File: config.mk
export PLATFORM = sky130hd
export DESIGN_NAME = lcd_bus_receiver
export DESIGN_NICKNAME = d
export VERILOG_FILES = /design/src/rtl/lcd_bus_receiver.sv
export SDC_FILE = /design/constraint.sdc
export NUM_CORES = 1
export LEC_CHECK = 0
export ABC_AREA = 1
export CAP_MARGIN = 20
export CELL_PAD_IN_SITES_DETAIL_PLACEMENT = 1
export CELL_PAD_IN_SITES_GLOBAL_PLACEMENT = 1
export CORE_ASPECT_RATIO = 1.4
export CORE_UTILIZATION = 35
export CTS_CLUSTER_DIAMETER = 100
export DETAILED_ROUTE_END_ITERATION = 12
export PLACE_DENSITY = 0.63
export SETUP_SLACK_MARGIN = 0.02
export SLEW_MARGIN = 15
export SYNTH_ARGS = -nofsm -noshare
export SYNTH_HDL_FRONTEND = slang
export SYNTH_SLANG_ARGS = --single-unit
File: constraint.sdc
create_clock -name clk -period 7.6 [get_ports clk]
set_input_delay 1.14 -clock clk [delete_from_list [all_inputs] [get_ports clk]]
set_output_delay 1.14 -clock clk [all_outputs]
set_load 0.1 [all_outputs]
File: src/rtl/lcd_bus_receiver.sv
// lcd_bus_receiver
//   Emulates the bus side of an HD44780-style character LCD controller.
//   Bus transactions (rs/rw/data qualified by enable) commit on the falling
//   edge of enable. Instructions update the DDRAM address, entry mode and
//   display flags. Data writes fill a 32-byte DDRAM, or a 64-byte CGRAM when
//   that store is built. A busy down-counter emulates instruction execution
//   time. Reads drive either the busy/address byte or a RAM byte onto data_out.
//
//   Build option: define LCD_RX_CGRAM_EN to build the 64x8 CGRAM. Without it,
//   CGRAM writes only step cg_addr and CGRAM reads return 0x00.
//
// Ports
//   clk        in   clock, all state changes on its rising edge
//   reset      in   synchronous reset, active low
//   rs         in   register select (0 instruction, 1 data)
//   rw         in   0 write, 1 read
//   enable     in   bus strobe; transaction commits on its falling edge
//   data [7:0] in   write bus
//   data_out   out  read-back bus, valid while data_oe is high
//   data_oe    out  read-back enable
//   rd_idx     in   display-side DDRAM index {line, column[3:0]}
//   rd_char    out  DDRAM byte at rd_idx, one clock of latency
//   disp_on / cursor_on / blink_on  out  display-control flags
//   busy       out  emulated busy flag
//   err        out  sticky: a write arrived while busy
//
// State table
//   S_INIT | first cycle after reset; the DDRAM fill has not started yet
//   S_FILL | writing 0x20 into the DDRAM, one byte per cycle, index 31 down to 0
//   S_IDLE | normal operation
module lcd_bus_receiver #(
  parameter int CLEAR_CYCLES = 82000,
  parameter int CMD_CYCLES   = 2000
) (
  input  logic       clk,
  input  logic       reset,
  input  logic       rs,
  input  logic       rw,
  input  logic       enable,
  input  logic [7:0] data,
  output logic [7:0] data_out,
  output logic       data_oe,
  input  logic [4:0] rd_idx,
  output logic [7:0] rd_char,
  output logic       disp_on,
  output logic       cursor_on,
  output logic       blink_on,
  output logic       busy,
  output logic       err
);

  localparam int MAX_CYC = (CLEAR_CYCLES > CMD_CYCLES) ? CLEAR_CYCLES : CMD_CYCLES;
  localparam int CNT_W   = $clog2(MAX_CYC + 1);

  typedef enum logic [1:0] {S_INIT, S_FILL, S_IDLE} state_t;

  state_t           state, state_nxt;
  logic             fill_we;
  logic [4:0]       fill_idx;

  logic             en_q, rs_q, rw_q;
  logic [7:0]       data_q;
  logic             live_q;

  logic [4:0]       addr;
  logic [5:0]       cg_addr;
  logic             tgt_cg;
  logic             inc;
  logic [CNT_W-1:0] cnt;

  logic [7:0]       ddram [32];
  logic [7:0]       cg_byte;
  logic [7:0]       rd_byte;

  logic fall, wr_commit, wr_ok, wr_err, rd_commit;
  logic instr_ok, clear_go, dd_we, cg_we, step;

  // Bus capture: the last enable-high cycle holds the committed values.
  always_ff @(posedge clk) begin
    if (!reset) begin
      en_q   <= 1'b0;
      rs_q   <= 1'b0;
      rw_q   <= 1'b0;
      data_q <= 8'h00;
    end else begin
      en_q <= enable;
      if (enable) begin
        rs_q   <= rs;
        rw_q   <= rw;
        data_q <= data;
      end
    end
  end

  assign busy      = (cnt != '0) || (state == S_FILL);
  assign fall      = en_q & ~enable;
  assign wr_commit = fall & ~rw_q;
  assign wr_ok     = wr_commit & ~busy;
  assign wr_err    = wr_commit & busy;
  assign rd_commit = fall & rw_q;
  assign instr_ok  = wr_ok & ~rs_q;
  assign clear_go  = instr_ok & (data_q == 8'h01);
  assign dd_we     = wr_ok & rs_q & ~tgt_cg;
  assign cg_we     = wr_ok & rs_q & tgt_cg;
  assign step      = (wr_ok | rd_commit) & rs_q;

  // Fill sequencer
  always_ff @(posedge clk) begin
    if (!reset) state <= S_INIT;
    else        state <= state_nxt;
  end

  always_comb begin
    state_nxt = state;
    fill_we   = 1'b0;
    case (state)
      S_INIT: state_nxt = S_FILL;
      S_FILL: begin
        fill_we = 1'b1;
        if (fill_idx == 5'd0) state_nxt = S_IDLE;
      end
      S_IDLE: if (clear_go) state_nxt = S_FILL;
      default: state_nxt = S_INIT;
    endcase
  end

  // Fill index counts down and wraps 0 -> 31, so it is back at 31 when idle.
  always_ff @(posedge clk) begin
    if (!reset)        fill_idx <= 5'd31;
    else if (clear_go) fill_idx <= 5'd31;
    else if (fill_we)  fill_idx <= fill_idx - 5'd1;
  end

  // Control registers, instruction decode and busy timer
  always_ff @(posedge clk) begin
    if (!reset) begin
      addr      <= 5'd0;
      cg_addr   <= 6'd0;
      tgt_cg    <= 1'b0;
      inc       <= 1'b1;
      disp_on   <= 1'b0;
      cursor_on <= 1'b0;
      blink_on  <= 1'b0;
      err       <= 1'b0;
      cnt       <= '0;
      live_q    <= 1'b0;
    end else begin
      live_q <= 1'b1;
      if (cnt != '0) cnt <= cnt - CNT_W'(1);
      if (wr_err)    err <= 1'b1;
      if (wr_ok)     cnt <= CNT_W'(CMD_CYCLES);
      // Decode on the highest set bit of the instruction byte.
      if (instr_ok) begin
        if (data_q[7]) begin
          tgt_cg <= 1'b0;
          addr   <= {data_q[6], data_q[3:0]};
        end else if (data_q[6]) begin
          tgt_cg  <= 1'b1;
          cg_addr <= data_q[5:0];
        end else if (data_q[5]) begin
          // function set: accepted, nothing to change
        end else if (data_q[4]) begin
          if (!data_q[3]) addr <= data_q[2] ? addr + 5'd1 : addr - 5'd1;
        end else if (data_q[3]) begin
          disp_on   <= data_q[2];
          cursor_on <= data_q[1];
          blink_on  <= data_q[0];
        end else if (data_q[2]) begin
          inc <= data_q[1];
        end else if (data_q[1]) begin
          addr <= 5'd0;
        end else if (data_q[0]) begin
          addr <= 5'd0;
          inc  <= 1'b1;
          cnt  <= CNT_W'(CLEAR_CYCLES);
        end
      end
      if (step) begin
        if (tgt_cg) cg_addr <= inc ? cg_addr + 6'd1 : cg_addr - 6'd1;
        else        addr    <= inc ? addr + 5'd1    : addr - 5'd1;
      end
    end
  end

  // DDRAM: the fill and a data write never coincide because the fill keeps busy high.
  always_ff @(posedge clk) begin
    if (fill_we)    ddram[fill_idx] <= 8'h20;
    else if (dd_we) ddram[addr]     <= data_q;
  end

  always_ff @(posedge clk) begin
    if (!reset) rd_char <= 8'h00;
    else        rd_char <= ddram[rd_idx];
  end

`ifdef LCD_RX_CGRAM_EN
  logic [7:0] cgram [64];

  always_ff @(posedge clk) begin
    if (cg_we) cgram[cg_addr] <= data_q;
  end

  assign cg_byte = cgram[cg_addr];
`else
  logic cg_we_unused;
  assign cg_we_unused = cg_we;
  assign cg_byte      = 8'h00;
`endif

  assign rd_byte = tgt_cg ? cg_byte : ddram[addr];

  // Read-back follows the live bus so it is valid for the whole enable-high phase.
  assign data_oe  = enable & rw & live_q;
  assign data_out = !data_oe ? 8'h00
                  : rs       ? rd_byte
                  :            {busy, addr[4], 2'b00, addr[3:0]};

endmodule

Word level (Yosys, flattened, before mapping)
Memory sizes are Yosys's and may differ from the RTL's. A register that Yosys moved wholly into a read port is not among the register bits.
Index checks and enable logic that the tools add are counted.
{ "totals": {"word_cells": 110, "output_inout_bits": 22, "memories": 1, "ramBits": 256, "reg_bits": 47} }
{ "memory_table": {"columns": ["name", "words", "word_bits", "read_ports", "rd_clocked_by_memory_dff", "write_ports", "line", "text"], "rows": [
  ["ddram", 32, 8, 2, 2, 1, "71", "logic [7:0] ddram [32];"]
]} }
{ "op_classes": {"reduce_logical": 13, "addsub": 4, "n_eq_ne": 6, "bitwise_logic": 24, "muxes": 47} }
{ "ops": {"columns": ["op", "n"], "rows": [
  ["17-bit 2-to-1 mux", 11],
  ["5-bit 2-to-1 mux", 16],
  ["8-bit 2-to-1 mux", 4],
  ["17-bit nonzero test", 1],
  ["17-bit by 1-bit subtractor with 17-bit output, second input constant", 1],
  ["1-bit 2-to-1 mux", 13],
  ["1-bit bitwise AND", 12],
  ["1-bit NOT", 11],
  ["5-bit by 1-bit subtractor with 5-bit output, second input constant", 2],
  ["8-bit by 1-bit equality test with 1-bit output, second input constant", 1],
  ["8-bit AND reduction", 1],
  ["8-bit OR reduction", 1],
  ["2-bit case mux with 3 select lines", 1],
  ["6-bit AND reduction", 1],
  ["5-bit by 1-bit adder with 5-bit output, second input constant", 1],
  ["5-bit logical NOT", 1],
  ["2-bit 2-to-1 mux", 2],
  ["2-bit by 1-bit != test with 1-bit output, second input constant", 2],
  ["2-bit AND reduction", 2],
  ["2-bit nonzero test", 2],
  ["2-bit by 1-bit equality test with 1-bit output, second input constant", 1],
  ["2-bit equality test, second input constant", 1],
  ["2-bit logical NOT", 1],
  ["2-bit != test, second input constant", 1],
  ["other kinds (4)", 4]
]} }

Logic depth before layout (Yosys ltp)
Gate-level depths: netlist of run 1.
{ "logic_depth": {"depth_word": 14, "depth_mapped": 15, "ltp_nobuf": 13} }

Worst setup path before layout of run 1
Ideal clock, no wire load.
{ "synth_path": {"kind": "input to output", "startpoint": "input rw", "endpoint": "output data_out[0]", "cell_stages": 4, "t_arrival_ns": 3.600, "path_slack_ns": 2.860, "cell_sequence": "nand3_1 -> inv_1 -> o21ai_0 -> a21oi_1"} }
{ "synth_via": {"elab_chain_cells": 3} }
{ "synth_lines": {"columns": ["element", "line", "text"], "rows": [
  ["from (decl)", "38", "input logic rw,"],
  ["1-bit bitwise AND (2 in a row)", "213", "assign data_oe = enable & rw & live_q;"],
  ["via data_oe", "42", "output logic data_oe,"],
  ["8-bit 2-to-1 mux", "214", "assign data_out = !data_oe ? 8'h00"],
  ["to (decl)", "41", "output logic [7:0] data_out,"]
]} }
The timed path passes the listed nets, and every way through them passes these cells.

==> results of run 1 <==
registers in the layout (all words and copies together) (netlist names):
register,flops
addr,5
blink_on,1
cnt,17
cursor_on,1
data_q,8
ddram,256
disp_on,1
en_q,1
err,1
fill_idx,5
inc,1
live_q,1
rd_char,8
rs_q,1
rw_q,1
state,2
tgt_cg,1
where the power goes:
group	leakage, nW	internal (mW)	switching (mW)	total [mW]
combinational	2.98	0.206	0.478	0.684
clock	0.566	1.03	0.697	1.72
sequential	3.34	1.87	0.0554	1.93
per-stage QoR:
step,cells,power (mW)
2_1_floorplan,1785,2.45
3_3_place_gp,2289,2.63
3_5_place_dp,2290,2.65
4_1_cts,2353,4.37
5_1_grt,2353,4.50
6_report,2353,4.34
worst min path at each step:
stage	start	endpoint	slack, ns	depth (start not counted)
floorplan	state[1]$_SDFFE_PN0P_	state[0]$_SDFFE_PN0P_	0.45	1
global placement	err$_SDFFE_PN0P_	err$_SDFFE_PN0P_	0.45	2
detailed placement	err$_SDFFE_PN0P_	err$_SDFFE_PN0P_	0.46	2
CTS	err$_SDFFE_PN0P_	err$_SDFFE_PN0P_	0.48	2
global route	state[1]$_SDFFE_PN0P_	state[0]$_SDFFE_PN0P_	0.51	1
finish	err$_SDFFE_PN0P_	err$_SDFFE_PN0P_	0.47	2
final cells by class:
class	instances	area (um^2)
fill	5105	26500
sequential	311	8800
multi-input combinational	1268	6170
clock buffer	48	1010
tap	558	698
timing repair buffer	62	568
inverter	91	345
clock inverter	15	141
per-layer routing:
| metal | wire length, um | part of all wire (%) | vias to the layer above | global-route usage [%] |
|---|---|---|---|---|
| li1 | - | - | 6197 | - |
| met1 | 23200 | 41 | 6826 | 29.5 |
| met2 | 28800 | 51 | 375 | 45.1 |
| met3 | 2640 | 4.6 | 115 | 2.70 |
| met4 | 2290 | 4.0 | 2 | 10.5 |
| met5 | 10 | 0.018 | - | 0 |
worst register-to-register path, stage by stage, from the launching register on:
cell	delay [ns]
dfxtp_1	0.36
inv_1	0.16
ha_1	0.17
inv_1	0.05
nor2_1	0.15
nand4_2	0.17
nor2_8	0.19
nand4_4	0.45
o21ai_4	0.34
nand3_2	0.27
nor2_1	0.97
kinds of logic (layout without fill, tap and decap cells):
logic type	count (synthesis)	after routing
fa+ha+maj	5	5
simple gates	820	820
mux	3	3
xor+xnor	14	14
buf+inv	206	216
flops	311	311
compound gates	426	426
layout by cell type, fill, tap and decap left out, types with 2 or more instances in the layout:
| master | n |
|---|---|
| o21ai_0 | 250 |
| nor4_1 | 2 |
| clkdlybuf4s50_1 | 37 |
| nand4_2 | 2 |
| nand3_1 | 148 |
| a21oi_1 | 68 |
| nor2_1 | 352 |
| nand3_2 | 7 |
| dfxtp_4 | 2 |
| mux2i_1 | 3 |
| o211ai_1 | 30 |
| inv_2 | 7 |
| clkbuf_8 | 4 |
| inv_1 | 81 |
| clkinv_2 | 6 |
| buf_4 | 23 |
| xnor2_1 | 2 |
| edfxtp_1 | 256 |
| o22ai_1 | 9 |
| clkinv_1 | 8 |
| nand2_2 | 5 |
| a211oi_1 | 2 |
| nand4_1 | 4 |
| o221ai_1 | 53 |
| bufinv_16 | 3 |
| nor2_4 | 5 |
| xor2_1 | 12 |
| a31oi_1 | 7 |
| nor2_2 | 8 |
| o21ai_4 | 2 |
| nor3_1 | 10 |
| clkbuf_16 | 37 |
| clkbuf_1 | 7 |
| o21ai_2 | 2 |
| nand2_1 | 270 |
| ha_1 | 5 |
| dfxtp_1 | 53 |
==> flow_metrics.tcl, run 1 <==
set metrics [dict create \
    totalNegativeSetupSlack_ns 0 \
    yosys_warnings 0 \
    avgSynthCellArea_um2 8.82 \
    clock-root-buffer "clkbuf_16" \
    synth_most_common_cell "nor2_1" \
    syn_to_final_growth_pct 12.6 \
    period_minus_slack_ns 5.64 \
    routed_wire_length_per_instance_um 24.2 \
    timing.critical_path.slowest_cell_delay_ns 1.17 \
    worst_slack_ns 1.96 \
    postSynthRegisterBits 311 \
    gpl.final_weighted_congestion 0.843 \
    place_worst_setup_slack_ns 2.22 \
    num_rows 91 \
    synth-compound-area-share_pct 15.7 \
    synth_top_area_share_pct 48.8 \
    die_area_mm2 0.0459 \
    synthXorXnorAreaFrac_pct 0.779 \
    holdWs_ns 0.470 \
    final_max_slew_viol_count 0 \
    grt_util_all_layers_pct 24.8 \
    cp.arrival_ns 4.50 \
    max_fo_critical_path 11 \
    route.detailed.vias_per_inst 5.74 \
    timing.fmax_mhz 177 \
    grt_pass1_wl_um 85500 \
    initial_core_util_pct 35.6 \
    reg2reg_from "cnt[0]$_SDFF_PN0_" \
    io-pin-count 40 \
    cts.path.max_buffers 3 \
    synth_cell_type_count 43 \
    source_to_sink_clock_delay_at_the_later_pin_of_the_worst_skew_pair_ns 0.54 \
    placedInstanceArea_mm2 0.0166 \
    antenna_found_initial 1 \
    cts-buffers-inserted 35 \
    postSynthNetCount 1808 \
    seq_area_frac_synth_pct 55.8 \
    worst_setup_path_endpoint "data_out[0]" \
    detail_route.wirelength_um 57000 \
    worst_path_max_delay_cell "clkdlybuf4s50_1" \
    number_of_cell_instances_on_the_worst_register_to_register_path 10 \
    yosys-top-cells-area "edfxtp_1 49%, nor2_1 8.6%, o21ai_0 7.9%" \
    first_pass_iters 5 \
    largest_net_degree_at_the_start_of_global_routing 131 \
    grt_pass1_vias 14000 \
    cp.buffers_inverters 3 \
    ant_nets 0 \
    tritoncts "built" \
    post-cts-setup-buffer-count 0 \
    critical_path_cell_list "inv_1 > nor2_1 > inv_1 > a21oi_1 > nor2_1 > nand2_1 > nand3_1 > a21oi_1 > clkdlybuf4s50_1" \
    syn-instance-count 1785 \
    initialDrtViolationCount 816 \
    async_reset_ff_share_pct 0 \
    layout_worst_path_cycle_share_pct 74.2 \
    max-slew-margin-rel_pct 22.4 \
    worst_pin_slew_ns 1.16 \
    finalHoldViolCount 0 \
    cpLargestDelayFamily "buffers and inverters" \
    synthFlopType "edfxtp_1" \
    worstSetupEndpointType "primary output" \
    netlist.top_cell.by_area "edfxtp_1" \
    io_buffer_count 39 \
    final-setup-viol-count 0 \
    critical_path_depth 9 \
    cp-start-kind "register" \
    yosys.area_share.adder_pct 0.397 \
    grt-ovfl-total 0 \
    post_synth_mux_area_share_pct 0.191 \
    total_leakage_power_nw 6.89 \
    holdCritPathClass "reg -> reg" \
    max_cap_violations 0 \
    power.ir.vdd_worst_mv 0.207 \
    share_of_post_route_cells_with_drive_strength_above_1_pct 6.69 \
    critical_path.startpoint "addr[3]$_SDFF_PN0_" \
    worstSetupPathType "reg -> out" \
    timing.clock.skew_ns 0.0235 \
    power_density_mw_per_mm2 245 \
    die_height_um 253 \
    path_clk_slew_ns 0.06 \
    cp_data_required_time_ns 6.46 \
    worst-r2r-setup-slack_ns 3.94 \
    synth_top_family_by_area "simple AND/OR/NAND/NOR gates" \
    timing.rr.end "ddram[14][3]$_DFFE_PP_" \
    antenna_cells_inserted 0 \
    design_area_mm2 0.0177 \
    via_count 13500 \
    syn_area_mm2 0.0157 \
    post_cts.resized_instances 0 \
    grt_setup_unrepaired "no" \
    drc 0 \
    dp_hpwl_um 35600 \
    synth_commonest_cells "359 x nor2_1, 270 x nand2_1, 256 x edfxtp_1, 250 x o21ai_0, 148 x nand3_1" \
    status "finished clean" \
    final_nets 1792 \
    final_core_utilization_pct 40.1 \
    cts-hold-fix-buffers 0 \
    numClockSinks 311 \
    chipWidth_um 181 \
    synth_simple_gate_area_share_pct 21.9 \
    htreeDepth 2 \
    synth-edff-count 256 \
    placeableCoreArea_mm2 0.0442 \
]
Note: power is estimated with default switching activity, not from simulation.
==> run 2, diff against run 1 <==
--- a/config.mk
+++ b/config.mk
@@ -13,7 +13,7 @@
 export CORE_UTILIZATION = 35
 export CTS_CLUSTER_DIAMETER = 100
 export DETAILED_ROUTE_END_ITERATION = 12
-export PLACE_DENSITY = 0.63
+export PLACE_DENSITY = 0.66
 export SETUP_SLACK_MARGIN = 0.02
 export SLEW_MARGIN = 15
 export SYNTH_ARGS = -nofsm -noshare
==> constraint.sdc (replaced) <==
create_clock -name clk -period 5.15 [get_ports clk]
set_input_delay 0.7725 -clock clk [delete_from_list [all_inputs] [get_ports clk]]
set_output_delay 0.7725 -clock clk [all_outputs]
set_load 0.1 [all_outputs]
==> run 2 against run 1 <==
Against the previous run:
- final cell count grew 0.30%
- setup slack got worse by 1.2 ns
- cell area about the same
- sequential power rose by 48%
- routed wire length increased by 6.0%
- die area is the same
- core utilization barely moved
- via count rose by 1.2%
- combinational power grew 49%
- worst hold slack improved by 0.013 ns
- critical endpoint is now data_out[2]
==> flow_metrics.tcl, run 2 (synthesis gave the netlist of run 1 again) <==
set metrics [dict create \
    ant_nets 0 \
    grt_pass1_vias 14100 \
    final_nets 1800 \
    post-cts-setup-buffer-count 0 \
    io_buffer_count 39 \
    final_max_slew_viol_count 0 \
    power.ir.vdd_worst_mv 0.321 \
    grt-ovfl-total 0 \
    number_of_cell_instances_on_the_worst_register_to_register_path 10 \
    worstSetupPathType "reg -> out" \
    worstHoldPathCells 1 \
    cp_data_required_time_ns 4.38 \
    layout_worst_path_cycle_share_pct 84.3 \
    route.detailed.vias_per_inst 5.79 \
    io-pin-count 40 \
    worst_pin_slew_ns 1.06 \
    share_of_post_route_cells_with_drive_strength_above_1_pct 7.77 \
    htreeDepth 2 \
    routed_wire_length_per_instance_um 25.6 \
    largest_registers "ddram: 256 flops, cnt: 17 flops" \
    largest_register "ddram" \
    gpl.final_weighted_congestion 0.880 \
    cp.arrival_ns 3.57 \
    power_density_mw_per_mm2 361 \
    tritoncts "built" \
    placeableCoreArea_mm2 0.0442 \
    antenna_found_initial 0 \
    detail_route.wirelength_um 60400 \
    layout_commonest_cell "nor2_1" \
    die_area_mm2 0.0459 \
    drc 0 \
    die_height_um 253 \
    cts-buffers-inserted 35 \
    worstSetupEndpointType "primary output" \
    syn_to_final_growth_pct 12.7 \
    initial_core_util_pct 35.6 \
    chipWidth_um 181 \
    via_count 13700 \
    largest_net_degree_at_the_start_of_global_routing 76 \
    dp_hpwl_um 40000 \
    final-setup-viol-count 0 \
    fin_total_pwr_mw 6.40 \
    totalNegativeSetupSlack_ns 0 \
    cp-start-kind "register" \
    holdCritPathClass "reg -> reg" \
    period_minus_slack_ns 4.34 \
    finalHoldViolCount 0 \
    post_cts.resized_instances 0 \
    first_pass_iters 5 \
    status "finished clean" \
    antenna_cells_inserted 0 \
    path_clk_slew_ns 0.07 \
    max-slew-margin-rel_pct 29.5 \
    grt_setup_unrepaired "no" \
    layout.cells.most_common_list "352 x nor2_1, 269 x nand2_1, 256 x edfxtp_1" \
    cts-hold-fix-buffers 0 \
    source_to_sink_clock_delay_at_the_later_pin_of_the_worst_skew_pair_ns 0.55 \
    num_rows 91 \
    grt_util_all_layers_pct 26.4 \
    largest_reg_flops 256 \
    grt_pass1_wl_um 89500 \
    cts.path.max_buffers 3 \
    max_fo_critical_path 11 \
    total_leakage_power_nw 6.93 \
    clock-root-buffer "clkbuf_16" \
    max_cap_violations 0 \
    timing.fmax_mhz 230 \
    numClockSinks 311 \
    timing.clock.skew_ns 0.0271 \
    initialDrtViolationCount 930 \
]
run 2: path summary, 6_finish.rpt:
kind,endpoint,startpoint,slack [ns]
min,state[0]$_SDFFE_PN0P_,state[1]$_SDFFE_PN0P_,0.48
max reg2reg,ddram[29][6]$_DFFE_PP_,cnt[0]$_SDFF_PN0_,1.69
max,data_out[2],addr[3]$_SDFF_PN0_,0.81
min reg2reg,state[0]$_SDFFE_PN0P_,state[1]$_SDFFE_PN0P_,0.48
run 2: where the power goes:
part	leakage, nW	internal, mW	switching [mW]
clock	0.555	1.47	1.06
combinational	3.04	0.305	0.714
sequential	3.34	2.77	0.0865
total	6.93	4.54	1.86
run 2: per-layer routing:
metal	part of all wire (%)	global-route usage (%)	vias to the layer above
li1	-	-	6217
met1	38	30.3	6799
met2	50	47.2	507
met3	5.6	3.57	148
met4	5.8	15.0	0
met5	0	0	-
run 2: worst max-delay path: stages, from the launching register on:
cell and delay [ns]:
dfxtp_1 0.63, inv_1 0.16, nor2_1 0.76, inv_1 0.36, a21oi_1 0.20, nor2_1 0.10
nand2_1 0.07, nand3_1 0.17, a21oi_1 0.24, buf_4 0.33
run 2: cell type report:
type / instances / area [um^2]
tap: 558 / 698
inverter: 91 / 345
sequential: 311 / 8800
fill: 5116 / 26400
clock inverter: 20 / 186
timing repair buffer: 70 / 608
multi-input combinational: 1268 / 6160
clock buffer: 42 / 945
run 2: per-stage QoR:
stage | area [um^2] | hold slack, ns | cells | utilization [%] | setup WS [ns]
final | 17700 | 0.483 | 2360 | 40.2 | 0.811
after global routing | 17700 | 0.525 | 2360 | 40.2 | 0.662
after detailed placement | 16600 | 0.476 | 2298 | 37.6 | 1.15
after floorplan | 15700 | 0.446 | 1785 | - | 1.15
after CTS | 17700 | 0.484 | 2360 | 40.2 | 0.882
after global placement | 16600 | 0.454 | 2298 | 37.6 | 1.26
==> run 3, diff against run 2 <==
--- a/config.mk
+++ b/config.mk
@@ -13,7 +13,7 @@
 export CORE_UTILIZATION = 35
 export CTS_CLUSTER_DIAMETER = 100
 export DETAILED_ROUTE_END_ITERATION = 12
-export PLACE_DENSITY = 0.66
+export PLACE_DENSITY = 0.63
 export SETUP_SLACK_MARGIN = 0.02
 export SLEW_MARGIN = 15
 export SYNTH_ARGS = -nofsm -noshare
==> constraint.sdc (replaced) <==
create_clock -name clk -period 4.32 [get_ports clk]
set_input_delay 0.648 -clock clk [delete_from_list [all_inputs] [get_ports clk]]
set_output_delay 0.648 -clock clk [all_outputs]
set_load 0.1 [all_outputs]
==> run 3 against run 2 <==
Against the previous run:
- non-clock buffer count grew 20
- setup slack lost 0.26 ns
- core utilization grew 0.76 points
- total power grew 21%
- critical path depth grew 1
- clock power grew 22%
==> flow_metrics.tcl, run 3 (synthesis gave the netlist of run 1 again) <==
set metrics [dict create \
    cp_data_required_time_ns 3.67 \
    grt_util_all_layers_pct 25.6 \
    dp_hpwl_um 38100 \
    route.detailed.vias_per_inst 5.74 \
    final_cell_count_no_fill 2379 \
    initialDrtViolationCount 930 \
    power_density_mw_per_mm2 427 \
    first_pass_iters 5 \
    layout_worst_path_cycle_share_pct 87.4 \
    antenna_cells_inserted 0 \
    path_clk_slew_ns 0.06 \
    post-cts-setup-buffer-count 0 \
    cp-start-kind "register" \
    finalHoldViolCount 0 \
    worstSetupEndpointType "primary output" \
    initial_core_util_pct 35.6 \
    gpl.final_weighted_congestion 0.851 \
    total_leakage_power_nw 7.11 \
    die_area_mm2 0.0459 \
    status "finished clean" \
    syn_to_final_growth_pct 14.8 \
    holdCritPathClass "reg -> reg" \
    ant_nets 0 \
    largest_registers "ddram: 256 flops, cnt: 17 flops" \
    period_minus_slack_ns 3.77 \
    grt_setup_unrepaired "no" \
    totalNegativeSetupSlack_ns 0 \
    cts.path.max_buffers 3 \
    share_of_post_route_cells_with_drive_strength_above_1_pct 8.68 \
    timing.clock.skew_ns 0.0130 \
    layout.cells.most_common_list "352 x nor2_1, 270 x nand2_1, 256 x edfxtp_1" \
    largest_reg_flops 256 \
    source_to_sink_clock_delay_at_the_later_pin_of_the_worst_skew_pair_ns 0.53 \
    cp.arrival_ns 3.13 \
    io-pin-count 40 \
    numClockSinks 311 \
    place_worst_setup_slack_ns 0.739 \
    max_fo_critical_path 32 \
    grt_pass1_vias 14300 \
    power.ir.vdd_worst_mv 0.373 \
    fin_total_pwr_mw 7.71 \
    final_max_slew_viol_count 0 \
    worst_slack_ns 0.546 \
    clock-root-buffer "clkbuf_16" \
    via_count 13700 \
    antenna_found_initial 0 \
    largest_register "ddram" \
    routed_wire_length_per_instance_um 24.5 \
    worstSetupPathType "reg -> out" \
    cts-hold-fix-buffers 0 \
    final_nets 1819 \
    drc 0 \
    cts-buffers-inserted 34 \
    max-slew-margin-rel_pct 34.2 \
    grt-ovfl-total 0 \
    timing.fmax_mhz 265 \
    die_height_um 253 \
    largest_net_degree_at_the_start_of_global_routing 131 \
    max_cap_violations 0 \
    post_cts.resized_instances 0 \
    placeableCoreArea_mm2 0.0442 \
    grt_pass1_wl_um 88000 \
    final-setup-viol-count 0 \
    detail_route.wirelength_um 58200 \
    tritoncts "built" \
    num_rows 91 \
    io_buffer_count 39 \
    htreeDepth 2 \
    layout_commonest_cell "nor2_1" \
    dp.cells 2318 \
    worst_pin_slew_ns 0.985 \
    chipWidth_um 181 \
]
==> run 3: path summary, 6_finish.rpt <==
kind / from / end / slack, ns / cells past startpoint
hold reg to reg: state[1]$_SDFFE_PN0P_ / state[0]$_SDFFE_PN0P_ / 0.48 / 1
hold / removal: state[1]$_SDFFE_PN0P_ / state[0]$_SDFFE_PN0P_ / 0.48 / 1
setup reg to reg: cnt[0]$_SDFF_PN0_ / ddram[8][3]$_DFFE_PP_ / 1.16 / 12
setup / recovery: addr[1]$_SDFF_PN0_ / data_out[6] / 0.55 / 10
==> run 3: area by class of cell <==
type	count	area (um^2)
inverters	91	345
well taps	558	698
clock inverters	20	220
flip-flops and latches	311	8800
fillers	5144	26100
multi-input cells	1268	6160
clock buffers	41	941
repair buffers	90	918
==> run 3: layer usage <==
metal	GRT usage, %	vias up	routed length (um)
met2	46.9	439	30100
met1	30.0	6824	23100
met4	11.5	0	2450
met5	0	-	0
li1	-	6255	-
met3	2.62	133	2590
==> run 3: through the flow <==
step,hold slack [ns],utilization (%),instance area (um^2)
after floorplan,0.446,-,15700
after global placement,0.457,38.3,16900
after detailed placement,0.465,38.3,16900
after CTS,0.489,40.9,18100
after global routing,0.515,40.9,18100
final,0.484,40.9,18100
==> run 3: power by group <==
group	leakage [nW]	switching (mW)	total, mW	internal, mW
logic	3.20	0.866	1.24	0.376
registers	3.34	0.0977	3.39	3.30
clock network	0.572	1.23	3.08	1.85
total	7.11	2.19	7.71	5.52
==> run 3: worst max-delay path, stage by stage (launching register included) <==
cell and delay, ns:
dfxtp_4 0.57, buf_4 0.47, o21ai_0 0.22, o22ai_1 0.50, nor2_1 0.08, nor2_1 0.11
nand2_1 0.07, nand2_1 0.06, nand2_1 0.05, nor2_1 0.24, buf_12 0.21
==> patch (config.mk and constraints of run 2) <==
`CLEAR_CYCLES`: 82000 -> 41000.
--- a/src/rtl/lcd_bus_receiver.sv
+++ b/src/rtl/lcd_bus_receiver.sv
@@ -30,5 +30,5 @@
 //   S_IDLE | normal operation
 module lcd_bus_receiver #(
-  parameter int CLEAR_CYCLES = 82000,
+  parameter int CLEAR_CYCLES = 41000,
   parameter int CMD_CYCLES   = 2000
 ) (
Function: same outputs for any inputs over 4 cycles, from zero or initial values and one cycle with reset low; that may be too few to reach the edited logic, so the function may still have changed.
==> patch against run 2 <==
- setup slack improved by 180 ps
- synthesized cell count up 3.2%
- total power shrank 2.7%
- cell area rose by 1.9%
- clock skew fell by 12 ps
- fmax grew 4.3%
- non-clock buffer count rose by 9
- die area rose by 1.4%
- synthesized area grew 1.4%
- wire length decreased by 2.8%
- core utilization barely moved
- sequential cell count is 1 lower
- critical path depth decreased by 1
==> patch: results (changes against run 2) <==
[run_status]
status=complete, no violations

[placed_design]
place_area_um2=16900  ; +2.0%
dp_hpwl_um=38900  ; -2.7%
pre_cts_ws_ps=1310  ; +160 ps
place_inst=2417  ; +5.2%
gp_congestion=0.873  ; -0.78%

[sta]
post-route-period-util_pct=80.8  ; -3.5 points
slew_headroom_pct=32.0  ; +2.5 points
worst_hold_slack_ps=454  ; -29.1 ps

[synthesis]
synthMuxAreaShare_pct=0.0627  ; -0.13 points
synthTopCellsByArea=edfxtp_1, nor2_1, nand2_1, o21ai_0, dfxtp_1
avgSynthCellArea_um2=8.66  ; -1.8%
ys_seq_area_share_pct=54.9  ; -0.90 points
synth.distinct_cells=39  ; -9.3%
synth-compound-area-share_pct=13.8  ; -1.9 points
synthAdderAreaFrac_pct=0.392  ; -0.0055 points
ys_warn_count=0  ; unchanged
synth_common_cells=nor2_1, nand2_1, edfxtp_1
syn-num-nets=1866  ; +3.2%

[critical_path]
critical_path.max_fanout=40  ; +29
reg2reg_slack_ps=1890  ; +200 ps
r2r-end=ddram[17][1]$_DFFE_PP_
rr_worst_depth=6  ; -4
critical-path-top-delay-family=buffers and inverters
cp-startpoint=addr[1]$_SDFF_PN0_

[power]
irDropWorstVdd_mv=0.271  ; -16%
combinationalPower_w=0.000901  ; -12%
switching_share_pct=27.8  ; -1.3 points
seq_power_share_pct=44.9  ; +0.3 points
comb_power_share_pct=14.5  ; -1.4 points

[clock_network]
clk_latency_ps=530  ; -20 ps
cts_buffers=34  ; -2.9%

[global_route]
grt_max_degree=87  ; +14%
met1_usage_pct=29.2  ; -1.0 points
grt_pass1_wl_um=88600  ; -1.1%
met2_usage_pct=45.2  ; -2.0 points
grtUsageTotal_pct=25.5  ; -0.94 points

[detailed_routing]
maxUsedRoutingLayer=met4
totalWireLength_um=58700  ; -2.8%
wl_met2_um=29400  ; -3.3%
wl_met1_um=22700  ; -2.1%
met3_length_um=3000  ; -11%

[layout]
instances_no_fill=2476  ; +4.9%

[patch: changes by cell type in the layout (fill, tap and decap cells not counted), sizes merged, moves of 5 or more]
| cell | run 2 | this run |
|---|---|---|
| nand3 | 155 | 171 |
| nand2 | 275 | 357 |
| o21ai | 254 | 225 |
| o211ai | 30 | 25 |
| o22ai | 9 | 14 |
| buf | 41 | 50 |
| clkbuf | 42 | 37 |
| o31ai | 0 | 9 |
| nand4 | 7 | 13 |
| a21oi | 68 | 89 |
| o221ai | 53 | 28 |
| inv | 90 | 79 |
[patch: final cells by class]
| class | instances | area [um^2] |
|---|---|---|
| Clock buffer | 37 | 883 |
| Clock inverter | 22 | 251 |
| Fill cell | 5255 | 26900 |
| Inverter | 80 | 305 |
| Multi-Input combinational cell | 1337 | 6420 |
| Sequential cell | 310 | 8780 |
| Tap cell | 611 | 764 |
| Timing Repair Buffer | 79 | 676 |
